$ cat src/rtl/req_queue_2ch_pkg.sv
// req_queue_2ch_pkg
//   Shared defaults and derived widths for the two-channel request queue.
//   Constants:
//     DATA_W_DEF - default payload width
//     DEPTH_DEF  - default entries per channel (power of two, >= 2)
//     PTR_W_DEF  - read/write pointer width for DEPTH_DEF
//     CNT_W_DEF  - occupancy count width for DEPTH_DEF (one extra bit so "full" fits)
//     CH0 / CH1  - channel index constants
package req_queue_2ch_pkg;

    localparam int unsigned DATA_W_DEF = 8;
    localparam int unsigned DEPTH_DEF  = 4;
    localparam int unsigned PTR_W_DEF  = $clog2(DEPTH_DEF);
    localparam int unsigned CNT_W_DEF  = PTR_W_DEF + 1;

    localparam int unsigned CH0 = 0;
    localparam int unsigned CH1 = 1;

endpackage

$ cat src/rtl/req_queue_2ch_fifo.sv
// sync_fifo_cnt
//   Single-clock FIFO with an explicit occupancy count.
//   Ports:
//     clk, rst   - clock, asynchronous active-high reset (pointers/count only)
//     push       - write push_data at the tail; ignored when full
//     push_data  - payload to write
//     pop        - advance the head; ignored when empty
//     head_data  - current head entry (valid when !empty)
//     count      - number of stored entries, 0..DEPTH
//     full/empty - count == DEPTH / count == 0
module sync_fifo_cnt
    import req_queue_2ch_pkg::*;
#(
    parameter int unsigned DATA_W = DATA_W_DEF,
    parameter int unsigned DEPTH  = DEPTH_DEF,
    localparam int unsigned PTR_W = $clog2(DEPTH),
    localparam int unsigned CNT_W = PTR_W + 1
) (
    input  logic              clk,
    input  logic              rst,
    input  logic              push,
    input  logic [DATA_W-1:0] push_data,
    input  logic              pop,
    output logic [DATA_W-1:0] head_data,
    output logic [CNT_W-1:0]  count,
    output logic              full,
    output logic              empty
);

    logic [DATA_W-1:0] mem_q [DEPTH];
    logic [PTR_W-1:0]  wr_ptr_q, wr_ptr_d;
    logic [PTR_W-1:0]  rd_ptr_q, rd_ptr_d;
    logic [CNT_W-1:0]  cnt_q, cnt_d;
    logic              do_push;
    logic              do_pop;

    assign full      = (cnt_q == CNT_W'(DEPTH));
    assign empty     = (cnt_q == '0);
    assign count     = cnt_q;
    assign head_data = mem_q[rd_ptr_q];
    assign do_push   = push && !full;
    assign do_pop    = pop && !empty;

    // Pointers wrap naturally because DEPTH is a power of two.
    always_comb begin
        wr_ptr_d = wr_ptr_q;
        rd_ptr_d = rd_ptr_q;
        cnt_d    = cnt_q;
        if (do_push) begin
            wr_ptr_d = wr_ptr_q + PTR_W'(1);
        end
        if (do_pop) begin
            rd_ptr_d = rd_ptr_q + PTR_W'(1);
        end
        case ({do_push, do_pop})
            2'b10:   cnt_d = cnt_q + CNT_W'(1);
            2'b01:   cnt_d = cnt_q - CNT_W'(1);
            default: cnt_d = cnt_q;
        endcase
    end

    always_ff @(posedge clk or posedge rst) begin
        if (rst) begin
            wr_ptr_q <= '0;
            rd_ptr_q <= '0;
            cnt_q    <= '0;
        end else begin
            wr_ptr_q <= wr_ptr_d;
            rd_ptr_q <= rd_ptr_d;
            cnt_q    <= cnt_d;
        end
    end

    // Storage is deliberately left without reset.
    always_ff @(posedge clk) begin
        if (do_push) begin
            mem_q[wr_ptr_q] <= push_data;
        end
    end

endmodule

$ cat src/rtl/req_queue_2ch.sv
// req_queue_2ch
//   Two independent request queues feeding a downstream 2-way arbiter.
//   Ports:
//     clk, rst            - clock, asynchronous active-high reset
//     in_valid[1:0]       - per-channel push request
//     in_data0, in_data1  - per-channel payload
//     in_ready[1:0]       - per-channel space available (registered state only)
//     req[1:0]            - request vector to the arbiter
//     gnt[1:0]            - registered one-hot grant from the arbiter
//     out_valid           - one-cycle beat following each valid pop
//     out_data, out_src   - payload and source channel of the last beat (held)
//     err_gnt             - sticky flag for illegal grants
module req_queue_2ch
    import req_queue_2ch_pkg::*;
#(
    parameter int unsigned DATA_W = DATA_W_DEF,
    parameter int unsigned DEPTH  = DEPTH_DEF
) (
    input  logic              clk,
    input  logic              rst,
    input  logic [1:0]        in_valid,
    input  logic [DATA_W-1:0] in_data0,
    input  logic [DATA_W-1:0] in_data1,
    output logic [1:0]        in_ready,
    output logic [1:0]        req,
    input  logic [1:0]        gnt,
    output logic              out_valid,
    output logic [DATA_W-1:0] out_data,
    output logic              out_src,
    output logic              err_gnt
);

    localparam int unsigned CNT_W = $clog2(DEPTH) + 1;

    logic [DATA_W-1:0] head0, head1;
    logic [CNT_W-1:0]  cnt0, cnt1;
    logic              full0, full1;
    logic              empty0, empty1;
    logic              gnt_bad;
    logic [1:0]        pop;

    logic              out_valid_q, out_valid_d;
    logic [DATA_W-1:0] out_data_q, out_data_d;
    logic              out_src_q, out_src_d;
    logic              err_gnt_q, err_gnt_d;

    sync_fifo_cnt #(
        .DATA_W (DATA_W),
        .DEPTH  (DEPTH)
    ) u_fifo0 (
        .clk       (clk),
        .rst       (rst),
        .push      (in_valid[CH0]),
        .push_data (in_data0),
        .pop       (pop[CH0]),
        .head_data (head0),
        .count     (cnt0),
        .full      (full0),
        .empty     (empty0)
    );

    sync_fifo_cnt #(
        .DATA_W (DATA_W),
        .DEPTH  (DEPTH)
    ) u_fifo1 (
        .clk       (clk),
        .rst       (rst),
        .push      (in_valid[CH1]),
        .push_data (in_data1),
        .pop       (pop[CH1]),
        .head_data (head1),
        .count     (cnt1),
        .full      (full1),
        .empty     (empty1)
    );

    // Ready depends only on stored occupancy, never on this cycle's grant.
    assign in_ready = {~full1, ~full0};

    // A head granted this cycle is already leaving, so it is not requested again.
    assign req[CH0] = (cnt0 - CNT_W'(gnt[CH0])) != '0;
    assign req[CH1] = (cnt1 - CNT_W'(gnt[CH1])) != '0;

    // Any illegal grant suppresses both pops for that cycle.
    assign gnt_bad = (gnt == 2'b11)
                  || (gnt[CH0] && empty0)
                  || (gnt[CH1] && empty1);
    assign pop     = gnt_bad ? 2'b00 : gnt;

    always_comb begin
        out_valid_d = |pop;
        out_data_d  = out_data_q;
        out_src_d   = out_src_q;
        err_gnt_d   = err_gnt_q | gnt_bad;
        if (pop[CH0]) begin
            out_data_d = head0;
            out_src_d  = 1'(CH0);
        end else if (pop[CH1]) begin
            out_data_d = head1;
            out_src_d  = 1'(CH1);
        end
    end

    always_ff @(posedge clk or posedge rst) begin
        if (rst) begin
            out_valid_q <= 1'b0;
            out_data_q  <= '0;
            out_src_q   <= 1'b0;
            err_gnt_q   <= 1'b0;
        end else begin
            out_valid_q <= out_valid_d;
            out_data_q  <= out_data_d;
            out_src_q   <= out_src_d;
            err_gnt_q   <= err_gnt_d;
        end
    end

    assign out_valid = out_valid_q;
    assign out_data  = out_data_q;
    assign out_src   = out_src_q;
    assign err_gnt   = err_gnt_q;

endmodule

$ cat config.mk
export PLATFORM = sky130hd
export DESIGN_NAME = req_queue_2ch
export DESIGN_NICKNAME = d
export VERILOG_FILES = /design/src/rtl/req_queue_2ch_pkg.sv /design/src/rtl/req_queue_2ch_fifo.sv /design/src/rtl/req_queue_2ch.sv
export SDC_FILE = /design/constraint.sdc
export NUM_CORES = 1
export LEC_CHECK = 0
export BUFFER_PORTS_ARGS = -buffer_cell sky130_fd_sc_hd__buf_4
export CAP_MARGIN = 20
export CORE_MARGIN = 1
export CORE_UTILIZATION = 60
export CTS_BUF_LIST = sky130_fd_sc_hd__clkbuf_8 sky130_fd_sc_hd__clkbuf_16
export CTS_CLUSTER_DIAMETER = 30
export DETAILED_ROUTE_END_ITERATION = 10
export PLACE_DENSITY = 0.9
export SLEW_MARGIN = 0
export SYNTH_ARGS = -nofsm -noshare
export SYNTH_HDL_FRONTEND = slang
export SYNTH_HIERARCHICAL = 1
export SYNTH_SLANG_ARGS = --single-unit
$ cat constraint.sdc
create_clock -name clk -period 3.7 [get_ports clk]
set_input_delay 0.185 -clock clk [delete_from_list [all_inputs] [get_ports clk]]
set_output_delay 0.185 -clock clk [all_outputs]
set_load 0.1 [all_outputs]
==> run summary, run 1 <==
Wires add up to 6.60 mm. STA puts the critical path data required time at 3.97 ns. After global routing the overflow that remains totals 0. The total count of hold-check failures in the final report is 0, and the aggregate negative setup slack is 0 ns. Nature of the critical path startpoint: a flip-flop.

For the net count reported at finish, the log shows 305. The global-route wire length before repair is 10.4 mm, and the via count is 2,021. The logs give 1.15 ns for the pre-CTS worst setup slack and 3880 µm² for the netlist area before placement. The clock period minus worst slack is 2.57 ns. The worst-case IR drop observed on VDD is 964 µV. The worst register-to-register path ends at u_fifo0/count[2]. Before antenna repair, the detailed router went through 4 iterations. 37 I/O pins were placed.

Once the clock tree was built, the resizer swapped 0 gates to a different size. The share of the Yosys chip area taken by registers is 65.7%. Sum of buffers and inverters on the critical path: 1.

The number of enable-type register cells in the synthesized netlist is 64. STA classifies the critical path endpoint as a flip-flop. Number of cells traversed by the worst hold path: 1. Number of flip-flops and latches in the synthesized netlist: 89. The run gives 0.00530 ns as the worst clock skew on the final layout. After clock tree synthesis, the clock-pin slew on the worst setup and hold paths is 0.09 ns. The fraction of synthesis flops using an asynchronous set or reset pin was 28.1%.

Actual slew at the worst max-slew pin: 0.597 ns. For this block, the initial DRC count from the detailed router was 123. The source of the worst register-to-register timing path was u_fifo0/count[0]. The share of the synthesized area in the top cell type is 49.6%, and the setup slack of the critical path after layout is 1.13 ns. The number of cells on the worst reg-to-reg path came out at 10. The die boundary width works out to 82.4 µm. The sequential cells in the finished layout cover a total of 2550 µm². The most common cell in the netlist is edfxtp_1. Counting the fill cells in the layout gives 374. After layout, the worst path uses 69.5% of the clock period. The detailed-route wire length per cell is 18.9 µm. After detailed routing, the number of remaining DRC violations is 0. After detailed routing, the number of vias per cell comes to 5.79.

The synthesis warning total was 6. Type of the worst setup path: flip-flop to flip-flop. The area of combinational cells with multiple inputs is 1210 µm², and the initial antenna violation count is 0. The flow ran to the end, and the final reports show no timing, DRC or antenna violations.

Prevailing post-synth register cell: edfxtp_1. The number of hold-repair buffers added at the cts stage was 1. Entering global routing, the biggest net connects 26 pins. Total power for the finished layout comes to 3.87 mW.

Once the clock tree was built, the setup fixing pass inserted 0 buffers. The logs give 1.75 nW for the static leakage and 2.85 ns for the arrival time at the worst endpoint. The final setup violation count is 0. For hold timing, the worst endpoint is u_fifo1/mem_q[0][2]. Max-cap violations in this run came to 0.

Setup repair after global routing left no endpoint under its margin. The remaining number of nets flagged by the antenna check after routing was 0; the worst slew margin relative to its limit was 60.2%. The insertion delay to the later sink of the worst-skew pair was 0.35 ns; the average cell area after synthesis was 16.9 µm². In this run the worst hold path is classified as input pin to flip-flop. The growth of design area from synthesis to finish came out at 14.3%. Counting every sink on the clock net gives 89. Derived from the worst setup path, the maximum achievable clock frequency is 0.389 GHz. With fillers left out, the area of the finished cells amounts to 4430 µm². TritonCTS built the clock tree. When the netlist entered floorplanning its net count stood at 265. The netlist uses 30 different library cells.

The tools report the count of standard-cell rows as 28. The logs give 4200 µm² for the cell area after placement and 2 for the number of buffers between clock root and the deepest sink. CTS placed an instance of clkbuf_8 at the clock tree root.

The tools report the total inserted antenna cells as 0. The largest fanout on the critical path was 9; the share of the core filled with cells in the final layout was 73.1%. The H-tree level count was 3. For the standard cell core area, the log shows 6060 µm². During placement, the flow inserted port buffers numbering 36. The top cell family by delay on the critical path is simple AND/OR/NAND/NOR gates. For the overall track demand over capacity in global routing, the log shows 22.4%. At the end of routability-driven placement, the weighted congestion stood at 0.765. Cell type contributing the most total cell area after synthesis: edfxtp_1. The commonest cells after synthesis are edfxtp_1 (64), dfrtp_1 (25), inv_1 (19). The die boundary height came out at 82.4 µm. The logs give 1.13 ns for the setup slack on the worst flop-to-flop path and 229 for the post-synthesis instance total. Buffers inserted during clock tree synthesis total 9. Traced cell by cell, the critical path runs through nor3_1 -> nand2b_1 -> nor2_1 -> o31a_2 -> ha_1 -> inv_1 -> fa_1 -> xor2_1 -> nor2_1 -> xor2_1. The power density normalized to cell area came out at 873 nW/µm². The launch point of the worst hold path is in_data1[2]. The area of the die is 6790 µm², and the initial cell density of the core is 64.0%. The largest stage delay on the critical path is 0.49 ns. The run gives 0 as the number of pins exceeding their max-slew limit in the final report.

Ranked by total cell area, the synthesized netlist is headed by edfxtp_1 (50%), dfrtp_1 (16%), mux4_2 (9.3%), ha_1 (3.9%), mux2i_1 (3.6%). Of the cells placed in the final design, the portion with a size suffix greater than 1 is 30.7%. Cell at the slowest stage of the critical path: dfrtp_1.

The HPWL after detailed placement is 4.68 mm. The via count of the first global-routing pass came out at 2,031.
metrics by stage:
stage / hold slack, ns / std cells
6_report: 0.0325 / 349
5_1_grt: 0.0156 / 349
4_1_cts: 0.0191 / 349
3_5_place_dp: 0.156 / 332
3_3_place_gp: 0.147 / 332
2_1_floorplan: -0.0116 / 229
cells in the final DEF, fill, tap and decap left out, drive strengths merged:
cell	count
nor3b	2
and2	9
dlygate4sd3	1
dfrtp	25
bufinv	2
mux2i	14
nor2b	3
edfxtp	64
o31a	2
nor2	5
mux4	16
clkinv	2
xor2	6
nor3	2
nand3b	10
nand4	4
nand2b	1
clkbuf	9
inv	22
nand2	2
or2	2
o21bai	1
ha	12
a21oi	2
mux2	2
nand3	8
xnor2	8
fa	2
buf	36
worst max path at each step:
stage,start,endpoint,slack (ns),depth (start not counted)
3_3_place_gp,u_fifo0/count[0],u_fifo0/count[2],1.29,10
3_5_place_dp,u_fifo0/count[0],u_fifo0/count[2],1.15,10
4_1_cts,u_fifo0/count[0],u_fifo0/count[2],1.14,10
6_report,u_fifo0/count[0],u_fifo0/count[2],1.13,10
2_1_floorplan,u_fifo0/count[0],u_fifo0/count[2],1.49,11
5_1_grt,u_fifo0/count[0],u_fifo0/count[2],0.93,10
flip-flops by register name (all words and copies together) (netlist names):
name / count
u_fifo0/mem_q: 32
u_fifo1/mem_q: 32
out_data: 8
u_fifo0/count: 3
u_fifo1/count: 3
u_fifo0/rd_ptr_q: 2
u_fifo0/wr_ptr_q: 2
u_fifo1/rd_ptr_q: 2
u_fifo1/wr_ptr_q: 2
err_gnt: 1
out_src: 1
out_valid: 1
cell type report:
cell class / instances / area share [%]
well taps: 75 / 2.12
repair buffers: 37 / 6.33
inverters: 19 / 1.61
flip-flops and latches: 89 / 57.5
clock buffers: 9 / 2.80
multi-input cells: 113 / 27.4
clock inverters: 7 / 2.26
metal layers:
metal  global-route usage, %  wire length [µm]
met2                    36.4              3360
met4                    8.07                80
met5                       0                 0
met1                    30.6              2890
met3                    4.18               273
where the power goes:
group	internal, mW	switching (mW)
combinational	0.562	0.940
clock	0.387	0.342
sequential	1.36	0.278
logic make-up after synthesis:
group,share of synthesized area [%]
DFF,65.7
and+or+nand+nor,8.58
muxes,13.7
buffers and inverters,3.00
xor gates and xnor gates,3.16
adders and majority gates,4.90
AOI/OAI and AO/OA,0.968
(Power assumes the default switching activity.)
==> run 2: changes to the inputs <==
CORE_UTILIZATION = 58   (was 60)
PLACE_DENSITY = 0.87   (was 0.9)
clock period = 2.56 ns   (was 3.7 ns; I/O delays follow)
==> run summary, run 2 (synthesis results as in run 1) <==
The growth of design area from synthesis to finish works out to 18.8% (was 14.3%). The fraction of power spent switching nets works out to 39.9% (was 40.3%). The detailed-route wire length per cell is 17.7 µm (was 18.9 µm), and the H-tree level count is 3 (unchanged).

The most common library cell in the layout ignoring fill and taps was edfxtp_1 (unchanged). Via count: 2,065 (was 2,021). The count of standard-cell rows was 29 (was 28); the number of buffers inserted during clock tree synthesis was 9 (unchanged).

The clock period minus worst slack works out to 2.28 ns (was 2.57 ns). For the standard cell core area, the log shows 6390 µm² (was 6060 µm²). The overall track demand over capacity in global routing is 20.6% (was 22.4%), and the number of DRC violations after detailed-routing iteration 0 is 153 (was 123).

For the aggregate negative setup slack, the log shows 0 ns (unchanged). The number of pins exceeding their max-slew limit in the final report is 0 (unchanged). The proportion of power drawn by the clock network came out at 18.4% (was 18.8%).

The number of buffers between clock root and the deepest sink was 2 (unchanged). The first element of the critical path was u_fifo1/count[1] (was u_fifo0/count[0]). The run gives 1130 µV (was 964 µV) as the maximum ir drop on the vdd rail. The worst slew margin relative to its limit was 59.9% (was 60.2%). TritonCTS built the clock tree. The worst clock skew on the final layout was 0.00904 ns (was 0.00530 ns). The highest attainable clock frequency came out at 0.438 GHz (was 0.389 GHz). The final setup violation count was 0 (unchanged).

The tools report the buffer type at the clock tree root as clkbuf_8 (unchanged). The most prevalent standard cell on the critical path is xor2_1. The launch point of the worst hold path was gnt[0] (was in_data1[2]). Largest net degree at the start of global routing: 26 (unchanged). For the arrival time at the worst endpoint, the log shows 2.55 ns (was 2.85 ns).

The area of the die was 7020 µm² (was 6790 µm²). The sum of buffers and inverters on the critical path was 1 (unchanged). The routed via count divided by cell count came out at 5.60 (was 5.79). List of cells traversed by the critical path: nor3_1 -> nor2_2 -> and2_1 -> o31a_2 -> ha_1 -> inv_1 -> fa_1 -> xor2_1 -> nor2_1 -> xor2_1 (was nor3_1 -> nand2b_1 -> nor2_1 -> o31a_2 -> ha_1 -> inv_1 -> fa_1 -> xor2_1 -> nor2_1 -> xor2_1). The combinational cell fraction of total power came out at 39.7% (was 38.8%). The tools report the endpoint class of the critical path as a flip-flop (unchanged).

Setup repair after global routing left no endpoint under its margin. Die boundary height: 83.8 µm (was 82.4 µm). The nature of the critical path startpoint was a flip-flop (unchanged). The largest stage delay on the critical path is 0.45 ns (was 0.49 ns), and the initial antenna violation count is 0 (unchanged).

The fraction of layout cells with a size suffix above 1 was 29.5% (was 30.7%). The remaining number of nets flagged by the antenna check after routing was 0 (unchanged). The register share of total power was 42.0% (was 42.3%). Power density normalized to cell area: 1210 nW/µm² (was 873 nW/µm²).

The count of boundary I/O pins is 37 (unchanged), and the total inserted antenna cells is 0 (unchanged). The via count of the first global-routing pass is 2,166 (was 2,031), and the net count reported at finish is 323 (was 305). The type of the worst setup path was flip-flop to flip-flop (unchanged). The logs give 4.47 mm (was 4.68 mm) for the total half-perimeter wirelength after legalization and detailed placement and 0 (unchanged) for the remaining design rule violation count. The share of the cycle needed by the critical path after routing was 89.2% (was 69.5%).

The die boundary width was 83.8 µm (was 82.4 µm); the net switching power figure was 2.23 mW (was 1.56 mW). The clock sink count is 89 (unchanged). The clock transition at the registers of the reported paths came out at 0.09 ns (about the same). The total count of hold-check failures in the final report was 0 (unchanged).

The flow ran to the end, and the final reports show no timing, DRC or antenna violations. The total grt overflow was 0 (unchanged). Total routed wirelength: 6.53 mm (was 6.60 mm). Total internal power: 3.36 mW (was 2.31 mW). The global-route wire length before repair came out at 10.6 mm (was 10.4 mm). The source of the worst register-to-register timing path was u_fifo1/count[1] (was u_fifo0/count[0]). The actual slew at the worst max-slew pin came out at 0.602 ns (was 0.597 ns). The logs give 0.782 (was 0.765) for the global placer's final weighted congestion and 2.83 ns (was 3.97 ns) for the endpoint required time on the critical path. The path class of the lowest-slack min-delay path was input pin to flip-flop (unchanged). The logs give 60.7% (was 64.0%) for the initial cell density of the core and 336 (was 332) for the number of placed instances with taps included.

Commonest non-fill, non-tap cells in the layout: edfxtp_1 (64), buf_4 (38), dfrtp_1 (25) (was edfxtp_1 (64), buf_4 (36), dfrtp_1 (25)). The top cell family by delay on the critical path is simple AND/OR/NAND/NOR gates (unchanged). The largest fanout on the critical path works out to 7 (was 9). For the static leakage, the log shows 1.82 nW (was 1.75 nW). Cell at the slowest stage of the critical path: dfrtp_1 (unchanged). The run gives 4 (unchanged) as the number of optimization iterations in the first detailed-route pass. Number of input and output port buffers inserted: 36 (unchanged).

The final non-filler cell total is 369 (was 349), and the insertion delay to the later sink of the worst-skew pair is 0.34 ns (was 0.35 ns). For the total of max-cap violations, the log shows 0 (unchanged).
[run 2: cell type report]
type,count,area [µm²]
flip-flops and latches,89,2550
fillers,403,1780
multi-input cells,113,1220
repair buffers,55,455
clock buffers,9,124
clock inverters,7,96.3
well taps,77,96.3
inverters,19,71.3
[run 2: through the flow]
step / power (mW) / utilization (%) / hold WS (ns) / worst slack [ns] / area (µm²)
3_3_place_gp: 4.50 / 66.0 / 0.0940 / 0.327 / 4210
4_1_cts: 5.62 / 72.1 / 0.0951 / 0.200 / 4600
6_report: 5.59 / 72.1 / 0.100 / 0.278 / 4610
5_1_grt: 5.85 / 72.1 / 0.143 / 0.0959 / 4610
3_5_place_dp: 4.58 / 66.0 / 0.103 / 0.223 / 4210
2_1_floorplan: 4.05 / - / -0.0686 / 0.355 / 3880
[run 2: final timing paths]
| path | endpoint | slack (ns) | cells after the start |
|---|---|---|---|
| max reg2reg | u_fifo1/count[2] | 0.28 | 10 |
| max | u_fifo1/count[2] | 0.28 | 10 |
| min in group asynchronous | u_fifo0/count[1] | 0.29 | 3 |
| max in group asynchronous | out_data[6] | 1.86 | 3 |
| min | err_gnt | 0.10 | 3 |
| min reg2reg | err_gnt | 0.52 | 1 |
[run 2: worst register-to-register path: cells and delay by family (launching register included)]
kind            cells  cell delay, ns
flops               1            0.45
fa+ha+maj           2            0.55
simple gates        4            0.65
compound gates      1            0.17
buf+inv             1            0.06
xor+xnor            2            0.33
[run 2: routing by layer]
layer	share of wire, %	GRT usage (%)	vias to the layer above
met3	3.3	3.26	14
met4	2.2	10.0	0
met5	0	0	-
met1	43	27.2	1039
met2	51	33.7	54
li1	-	-	958
[run 2: power groups by stage]
stage          Clock [mW]  Sequential (mW)  Combinational (mW)
6_report             1.03             2.34                2.22
5_1_grt              1.10             2.39                2.36
4_1_cts              1.04             2.35                2.24
3_5_place_dp            0             2.37                2.21
3_3_place_gp            0             2.35                2.15
2_1_floorplan           0             2.69                1.36
[run 2: what timing repair did]
action / CTS / global route
endpoints found under the hold margin: 89 / 0
endpoints found under the setup margin: 0 / 1
buffers inserted: 0 / 0
gates resized for setup: 0 / 1
hold buffers: 17 / 0
